===== src/rtl/enable_conditioner_pkg.sv =====
// Shared types and width helpers for the enable conditioner.
package enable_conditioner_pkg;

    // Debounce FSM states.
    typedef enum logic [1:0] {
        StIdle    = 2'd0,
        StDebRise = 2'd1,
        StPressed = 2'd2,
        StDebFall = 2'd3
    } state_t;

    localparam int unsigned DefDebounceCycles = 4;
    localparam int unsigned DefRepeatCycles   = 8;

    // Bits needed for a counter that must be able to reach `terminal`.
    function automatic int unsigned cnt_width(input int unsigned terminal);
        return $clog2(terminal + 1);
    endfunction

    localparam int unsigned DefDebCntW = cnt_width(DefDebounceCycles);
    localparam int unsigned DefRepCntW = cnt_width(DefRepeatCycles);

endpackage


===== src/rtl/sync_2ff.sv =====
// Two-flop synchroniser for a single asynchronous bit; resets to 0.
module sync_2ff (
    input  logic clock,
    input  logic reset,
    input  logic d,
    output logic q
);

    logic meta_q;
    logic sync_q;

    // Two back-to-back flops; only sync_q is safe to use downstream.
    always_ff @(posedge clock or negedge reset) begin
        if (!reset) begin
            meta_q <= 1'b0;
            sync_q <= 1'b0;
        end else begin
            meta_q <= d;
            sync_q <= meta_q;
        end
    end

    assign q = sync_q;

endmodule


===== src/rtl/enable_conditioner.sv =====
// Turns a raw button/event line into clean one-cycle enable pulses, with optional
// auto-repeat and overflow suppression.
module enable_conditioner
    import enable_conditioner_pkg::*;
#(
    parameter int unsigned DEBOUNCE_CYCLES = DefDebounceCycles,
    parameter int unsigned REPEAT_CYCLES   = DefRepeatCycles
) (
    input  logic clock,
    input  logic reset,
    input  logic btn_in,
    input  logic repeat_mode,
    input  logic overflow_in,
    output logic enable,
    output logic btn_level,
    output logic missed
);

    localparam int unsigned DebW = cnt_width(DEBOUNCE_CYCLES);
    localparam int unsigned RepW = cnt_width(REPEAT_CYCLES);

    localparam logic [DebW-1:0] DebTerm = DebW'(DEBOUNCE_CYCLES);
    localparam logic [RepW-1:0] RepTerm = RepW'(REPEAT_CYCLES);
    localparam logic [DebW-1:0] DebOne  = DebW'(1);
    localparam logic [RepW-1:0] RepOne  = RepW'(1);

    logic            btn_sync;
    state_t          state_q, state_d;
    logic [DebW-1:0] deb_q, deb_d, deb_inc;
    logic [RepW-1:0] rep_q, rep_d, rep_inc;
    logic            raw_pulse;
    logic            enable_q, btn_level_q, missed_q;

    sync_2ff u_sync (
        .clock (clock),
        .reset (reset),
        .d     (btn_in),
        .q     (btn_sync)
    );

    // Counters never exceed their terminal value, so the increments cannot wrap.
    assign deb_inc = deb_q + DebOne;
    assign rep_inc = rep_q + RepOne;

    // Debounce FSM, repeat counter and raw pulse generation.
    always_comb begin
        state_d   = state_q;
        deb_d     = deb_q;
        rep_d     = rep_q;
        raw_pulse = 1'b0;
        unique case (state_q)
            StIdle: begin
                if (btn_sync) begin
                    state_d = StDebRise;
                    deb_d   = DebOne;
                end else begin
                    deb_d = '0;
                end
            end
            StDebRise: begin
                if (!btn_sync) begin
                    state_d = StIdle;
                    deb_d   = '0;
                end else if (deb_inc == DebTerm) begin
                    // Press accepted: pulse lands in the first PRESSED cycle.
                    state_d   = StPressed;
                    deb_d     = '0;
                    rep_d     = '0;
                    raw_pulse = 1'b1;
                end else begin
                    deb_d = deb_inc;
                end
            end
            StPressed: begin
                if (!btn_sync) begin
                    state_d = StDebFall;
                    deb_d   = DebOne;
                end else if (repeat_mode) begin
                    if (rep_inc == RepTerm) begin
                        rep_d     = '0;
                        raw_pulse = 1'b1;
                    end else begin
                        rep_d = rep_inc;
                    end
                end
            end
            StDebFall: begin
                if (btn_sync) begin
                    // Bounce back to pressed: no pulse, repeat period restarts.
                    state_d = StPressed;
                    deb_d   = '0;
                    rep_d   = '0;
                end else if (deb_inc == DebTerm) begin
                    state_d = StIdle;
                    deb_d   = '0;
                    rep_d   = '0;
                end else begin
                    deb_d = deb_inc;
                end
            end
            default: begin
                state_d = StIdle;
                deb_d   = '0;
                rep_d   = '0;
            end
        endcase
        if (!repeat_mode) begin
            rep_d = '0;
        end
    end

    // State and counter registers.
    always_ff @(posedge clock or negedge reset) begin
        if (!reset) begin
            state_q <= StIdle;
            deb_q   <= '0;
            rep_q   <= '0;
        end else begin
            state_q <= state_d;
            deb_q   <= deb_d;
            rep_q   <= rep_d;
        end
    end

    // Output registers: gated pulse, debounced level, sticky missed flag.
    always_ff @(posedge clock or negedge reset) begin
        if (!reset) begin
            enable_q    <= 1'b0;
            btn_level_q <= 1'b0;
            missed_q    <= 1'b0;
        end else begin
            enable_q    <= raw_pulse & ~overflow_in;
            btn_level_q <= (state_d == StPressed) || (state_d == StDebFall);
            missed_q    <= missed_q | (raw_pulse & overflow_in);
        end
    end

    assign enable    = enable_q;
    assign btn_level = btn_level_q;
    assign missed    = missed_q;

endmodule

===== config.mk =====
export PLATFORM = sky130hd
export DESIGN_NAME = enable_conditioner
export DESIGN_NICKNAME = d
export VERILOG_FILES = /design/src/rtl/enable_conditioner_pkg.sv /design/src/rtl/sync_2ff.sv /design/src/rtl/enable_conditioner.sv
export SDC_FILE = /design/constraint.sdc
export NUM_CORES = 1
export LEC_CHECK = 0
export CAP_MARGIN = 40
export CELL_PAD_IN_SITES_DETAIL_PLACEMENT = 0
export CELL_PAD_IN_SITES_GLOBAL_PLACEMENT = 1
export CORE_MARGIN = 10
export CORE_UTILIZATION = 37
export CTS_CLUSTER_DIAMETER = 30
export DETAILED_ROUTE_END_ITERATION = 8
export PLACE_DENSITY_LB_ADDON = 0.1
export SETUP_SLACK_MARGIN = 0.4
export SLEW_MARGIN = 10
export SYNTH_ARGS = -nofsm -noshare
export SYNTH_HDL_FRONTEND = slang
export SYNTH_SLANG_ARGS = --single-unit

===== constraint.sdc =====
create_clock -name clock -period 1.4 [get_ports clock]
set_input_delay 0.21 -clock clock [delete_from_list [all_inputs] [get_ports clock]]
set_output_delay 0.21 -clock clock [all_outputs]
set_load 0.02 [all_outputs]

# ---- After elaboration in Yosys (flattened, before gate mapping)
# Index checks and enable logic that the tools add are counted.
dict set report op_classes {
  n_addsub 2
  multipliers 0
  div 0
  magnitude_cmp 0
  eq_ne 11
  n_shift 0
  muxes 26
  n_bitwise 4
  n_reduce_logical 3
}
# op count
set op_table {}
lappend op_table {{2-to-1 mux 4 bit} 6}
lappend op_table {{2-to-1 mux 2 bit} 6}
lappend op_table {{2-to-1 mux 3 bit} 4}
lappend op_table {{case mux 3 bit (4 select lines)} 1}
lappend op_table {{case mux 4 bit (3 select lines)} 1}
lappend op_table {{== test 2 bit (second input constant)} 4}
lappend op_table {{case mux 2 bit (4 select lines)} 1}
lappend op_table {{2-to-1 mux 1 bit} 6}
lappend op_table {{inequality test 3 x 2 -> 1 bit (second input constant)} 2}
lappend op_table {{adder 4 x 1 -> 4 bit (second input constant)} 1}
lappend op_table {{== test 4 bit (second input constant)} 1}
lappend op_table {{inequality test 4 x 1 -> 1 bit (second input constant)} 1}
lappend op_table {{adder 3 x 1 -> 3 bit (second input constant)} 1}
lappend op_table {{== test 3 bit (second input constant)} 1}
lappend op_table {{AND reduction 3 bit} 1}
lappend op_table {{AND 1 bit} 2}
lappend op_table {{== test 2 x 1 -> 1 bit (second input constant)} 1}
lappend op_table {{zero test 2 bit} 1}
lappend op_table {{inequality test 2 bit (second input constant)} 1}
lappend op_table {{case mux 1 bit (2 select lines)} 1}
lappend op_table {{logical OR 1 bit} 1}
lappend op_table {{inverter 1 bit} 1}
lappend op_table {{bitwise OR 1 bit} 1}
dict set report word_totals {
  ff_bits 14
  latch_bits 0
  ram_bits 0
  rom_bits 0
  input_bits 5
  output_inout_bits 3
  elab_cells 54
  memories 0
}

# ---- Logic depth before layout (Yosys ltp)
dict set report depth {
  depth_word 8
  depth_mapped 7
}

# ---- By module
# From an unflattened synthesis, not the netlist that was laid out.
dict set report unflattened {
  hier_cells 84
  hier_area_um2 864.6
}
# mod instances cells_each area_each_um2 seq_area_each_um2
set modules_own_cells {}
lappend modules_own_cells {enable_conditioner 1 82 814.5 275.3}
lappend modules_own_cells {sync_2ff 1 2 50.0 50.0}

# ---- Least setup slack after synthesis
# No wires, ideal clock.
dict set report synth_path {
  path_kind {register to register}
  start {reg, netlist name btn_level}
  end {reg missed_q (netlist: missed)}
  setup_time_ns 0.118
  arrival_time_ns 1.445
  path_slack_ns -0.163
  stages_incl_launch_ff 6
  synth_period_minus_slack_ns 1.563
  cell_sequence {dfrtp_1 -> ha_1 -> buf_4 -> and3_1 -> a32o_1 -> a21o_1}
}
# item line
set synth_lines {}
lappend synth_lines {{end signal: assignment} enable_conditioner.sv:134} ;# missed_q <= missed_q | (raw_pulse & overflow_in);
lappend synth_lines {{end: declaration} enable_conditioner.sv:32} ;# logic enable_q, btn_level_q, missed_q;

# ---- Final worst setup path
dict set report layout_path {
  start {reg deb_q[0]}
  end {reg missed_q (netlist: missed)}
}
dict set report layout_between {
  elab_chain_len 7
}
# item line
set layout_lines {}
lappend layout_lines {{start: declaration} enable_conditioner.sv:29} ;# logic [DebW-1:0] deb_q, deb_d, deb_inc;
lappend layout_lines {{start signal: assignment} enable_conditioner.sv:116} ;# deb_q <= '0;
lappend layout_lines {{start signal: assignment} enable_conditioner.sv:120} ;# deb_q <= deb_d;
lappend layout_lines {{adder 3 x 1 -> 3 bit} enable_conditioner.sv:42} ;# assign deb_inc = deb_q + DebOne;
lappend layout_lines {{== test 3 bit} enable_conditioner.sv:64} ;# end else if (deb_inc == DebTerm) begin
lappend layout_lines {{2-to-1 mux 1 bit} enable_conditioner.sv:64}
lappend layout_lines {{2-to-1 mux 1 bit} enable_conditioner.sv:61} ;# if (!btn_sync) begin
lappend layout_lines {{case mux 1 bit (2 select lines)} enable_conditioner.sv:51} ;# unique case (state_q)
lappend layout_lines {{AND 1 bit} enable_conditioner.sv:134}
lappend layout_lines {{bitwise OR 1 bit} enable_conditioner.sv:134}
# No other way between the ends.
# A chain may end at the register's enable or synchronous reset.

==> key figures <==
STA
  • Setup TNS: -0.0674 ns
  • Final critical-path required period: 1.43 ns
  • Worst rel slew slack: 0.835
  • Fin. max-slew vios: 0
  • RSZ-0062 raised after global routing: true
  • Final setup violating endpoints: 3
  • Transition time of the tightest slew-check pin: approximately 0.24 ns
  • Tcrit/Tclk final: 1.02
  • Max Freq: between 0.7 and 0.8 GHz
  • Hold violation total from the final report: 0
  • Final clock skew: approximately 0.006 ns
  • PnR worst setup slack: -0.0250 ns

Floorplanning
  • Initial cell density of the core: 0.400
  • Number of core rows: 16
  • Die footprint: 4460 sq um
  • # IOs: 8
  • Width of the die: about 67 um
  • CORE AREA: 2020 sq um
  • Die height: ~67 um

Run
  • Max-capacitance violation count: 0

GRT
  • Total grt overflow: 0
  • Wire length of the first global-routing pass: about 3.4 mm
  • Pin count of the biggest net entering global routing: 14
  • Global routing usage summed across all routing layers: 0.0959
  • Vias in the first global route: 762
  • Antenna violations before repair: 0

Critical path
  • Cells on worst reg2reg path: 5
  • Sort of element at the start of the critical path: flip-flop
  • Required time reported for the critical path endpoint: 1.57 ns
  • End of the worst register-to-register path: missed
  • Launch instance of the worst register-to-register path: deb_q[0]
  • Critical path arrival: about 1.6 ns
  • CP max FO: 4
  • Setup slack of the worst register-to-register path: -0.03 ns
  • Endpoint type of the worst setup path: flip-flop
  • Crit Path Class: reg2reg

Yosys
  • Synth Instances: 88
  • Async set-or-reset flop fraction in the synthesized netlist: 1.00
  • Cell area after synthesis: between 800 and 900 sq um
  • Post-Synthesis Net Count: 100
  • Count of flip-flops with a built-in enable after synthesis: 0
  • Count of yosys warnings during synthesis: 0
  • Register area share after synthesis: 0.402
  • Seq cells post-synth: 13
  • Count of cell types in the netlist: 33
  • Mapped Avg Cell Area: roughly 9.2 sq um
  • Commonest register cell after synthesis: dfrtp_1

Clock network
  • Number of H-tree branching levels: 1
  • Post-CTS Hold Buffers: 0
  • Clock tree root driver cell: clkbuf_4
  • Clock tree from TritonCTS: built
  • TritonCTS Buffers: 3
  • Count of clock tree sinks: 13
  • Clock latency on the worst-skew pair: 0.28 ns
  • Max clock buf depth: 2
  • Clock-pin slew reported for the worst setup and hold paths after clock tree synthesis: ~0.090 ns

Final layout
  • Fraction of layout cells with a size suffix above 1: 0.491
  • Most frequent cells in the layout: buf_4 (18), dfrtp_1 (10), nand2_1 (8)
  • Synthesis-to-layout area growth: 57.8%
  • Most frequent standard cell in the layout excluding fill and tap cells: buf_4
  • Non-Filler Instances: roughly 140
  • Nets: between 100 and 150
  • Final Util: 0.632
  • Layout fillers: between 150 and 200
  • Final standard cell area without fillers: approximately 1300 sq um
  • Diode insertion count for antenna repair: 0

Placement
  • Worst-case setup slack after placement: -0.0772 ns
  • Placed instance area: 1050 sq um
  • Count of input and output buffers: 7
  • Routability congestion estimate from global placement: approximately 0.76
  • DP Wirelength: ~1.3 mm
  • Dpl cells: between 100 and 150

Route
  • Residual DRC: 0
  • Antenna viol nets, final: 0
  • Detailed-route wire length per cell: around 15 um
  • Number of DRC markers after the initial detailed-route iteration: 16
  • Total Wirelength: 2.07 mm
  • Drt via density: 5.07
  • First drt pass iteration count: 4
  • Overall via count from detail_route: between 700 and 800

Run status
  • Outcome: finished with violations
  • Violations in the final reports: setup timing

Power
  • Reported leakage power: 0.570 nW
  • Pwr/cell area: ~1500 nW/um^2
  • Largest voltage drop on the vdd net: approximately 0.88 mV

Worst hold path
  • Path type of the worst min-delay path: in2async
[cell type report]
class                           count  area (sq um)  area share
Multi-Input combinational cell     66           622       0.487
Sequential cell                    13           329       0.258
Timing Repair Buffer               28           243       0.190
Tap cell                           27          33.8      0.0264
Clock buffer                        4          26.3      0.0206
Inverter                            5          23.8      0.0186
[through the flow]
stage                     hold WS (ns)  total power (W)
after detailed placement         0.346          0.00135
after CTS                        0.221          0.00170
after global placement           0.339          0.00134
after global routing             0.242          0.00212
final                            0.223          0.00196
after floorplan                -0.0856          0.00110
[synthesized netlist by cell type (2+ instances only)]
cell type  instances  share of area
dfrtp_1           13           0.40
nand2_1            9          0.042
a21oi_1            7          0.043
ha_1               7           0.11
nor2_1             7          0.032
inv_1              5          0.023
o21ai_0            4          0.025
a31oi_1            3          0.023
buf_2              3          0.019
and2_1             2          0.015
mux2i_1            2          0.025
nor2b_1            2          0.015
nor3_1             2          0.012
o21a_1             2          0.019
o22ai_1            2          0.015
[state kept, by name (all words and copies together) (netlist names)]
name and count:
u_sync.meta_q 1, u_sync.q 1, deb_q 3, state_q 1
btn_level 1, missed 1, enable 1, rep_q 4
[routing by layer]
layer / vias up / routed length (um) / track usage
met3: 4 / 29 / 0.0201
met4: 0 / 36 / 0.0550
li1: 370 / - / -
met1: 344 / 866 / 0.111
met2: 7 / 1140 / 0.159
met5: - / 0 / 0
[worst max path at each step]
stage               start         to  slack, ns  cells past startpoint
2_1_floorplan   btn_level  btn_level      -0.01                      6
6_report         deb_q[0]     missed      -0.03                      5
5_1_grt         btn_level   rep_q[1]      -0.11                      5
4_1_cts          deb_q[1]     missed      -0.04                      5
3_5_place_dp   state_q[0]   rep_q[2]      -0.08                      6
3_3_place_gp     deb_q[0]     missed      -0.06                      5
[what timing repair did]
action,CTS,global route
pin swaps,10,9
cloned,0,0
gates resized for setup,32,23
buffers inserted,3,3
endpoints found under the setup margin,14,14
[logic make-up (layout without fill, tap and decap cells)]
kind of cell / Yosys count / count (layout) / share of synthesized area
flops: 13 / 13 / 0.402
compound gates: 28 / 28 / 0.235
buf+inv: 9 / 37 / 0.0510
mux: 2 / 2 / 0.0247
simple gates: 29 / 29 / 0.179
fa+ha+maj: 7 / 7 / 0.108
[power by group]
| part | internal (W) | switching, W | total, W |
|---|---|---|---|
| clock | 0.000110 | 0.000133 | 0.000243 |
| sequential | 0.000442 | 0.000115 | 0.000558 |
| combinational | 0.000604 | 0.000560 | 0.00116 |
[worst max-delay path, cell delays in order, from the launching register on]
cell	delay [ns]
dfrtp_1	0.42
ha_4	0.19
nor2b_4	0.13
o21a_4	0.22
a32o_2	0.23
a21o_1	0.15
Note: power is estimated with default switching activity, not from simulation.
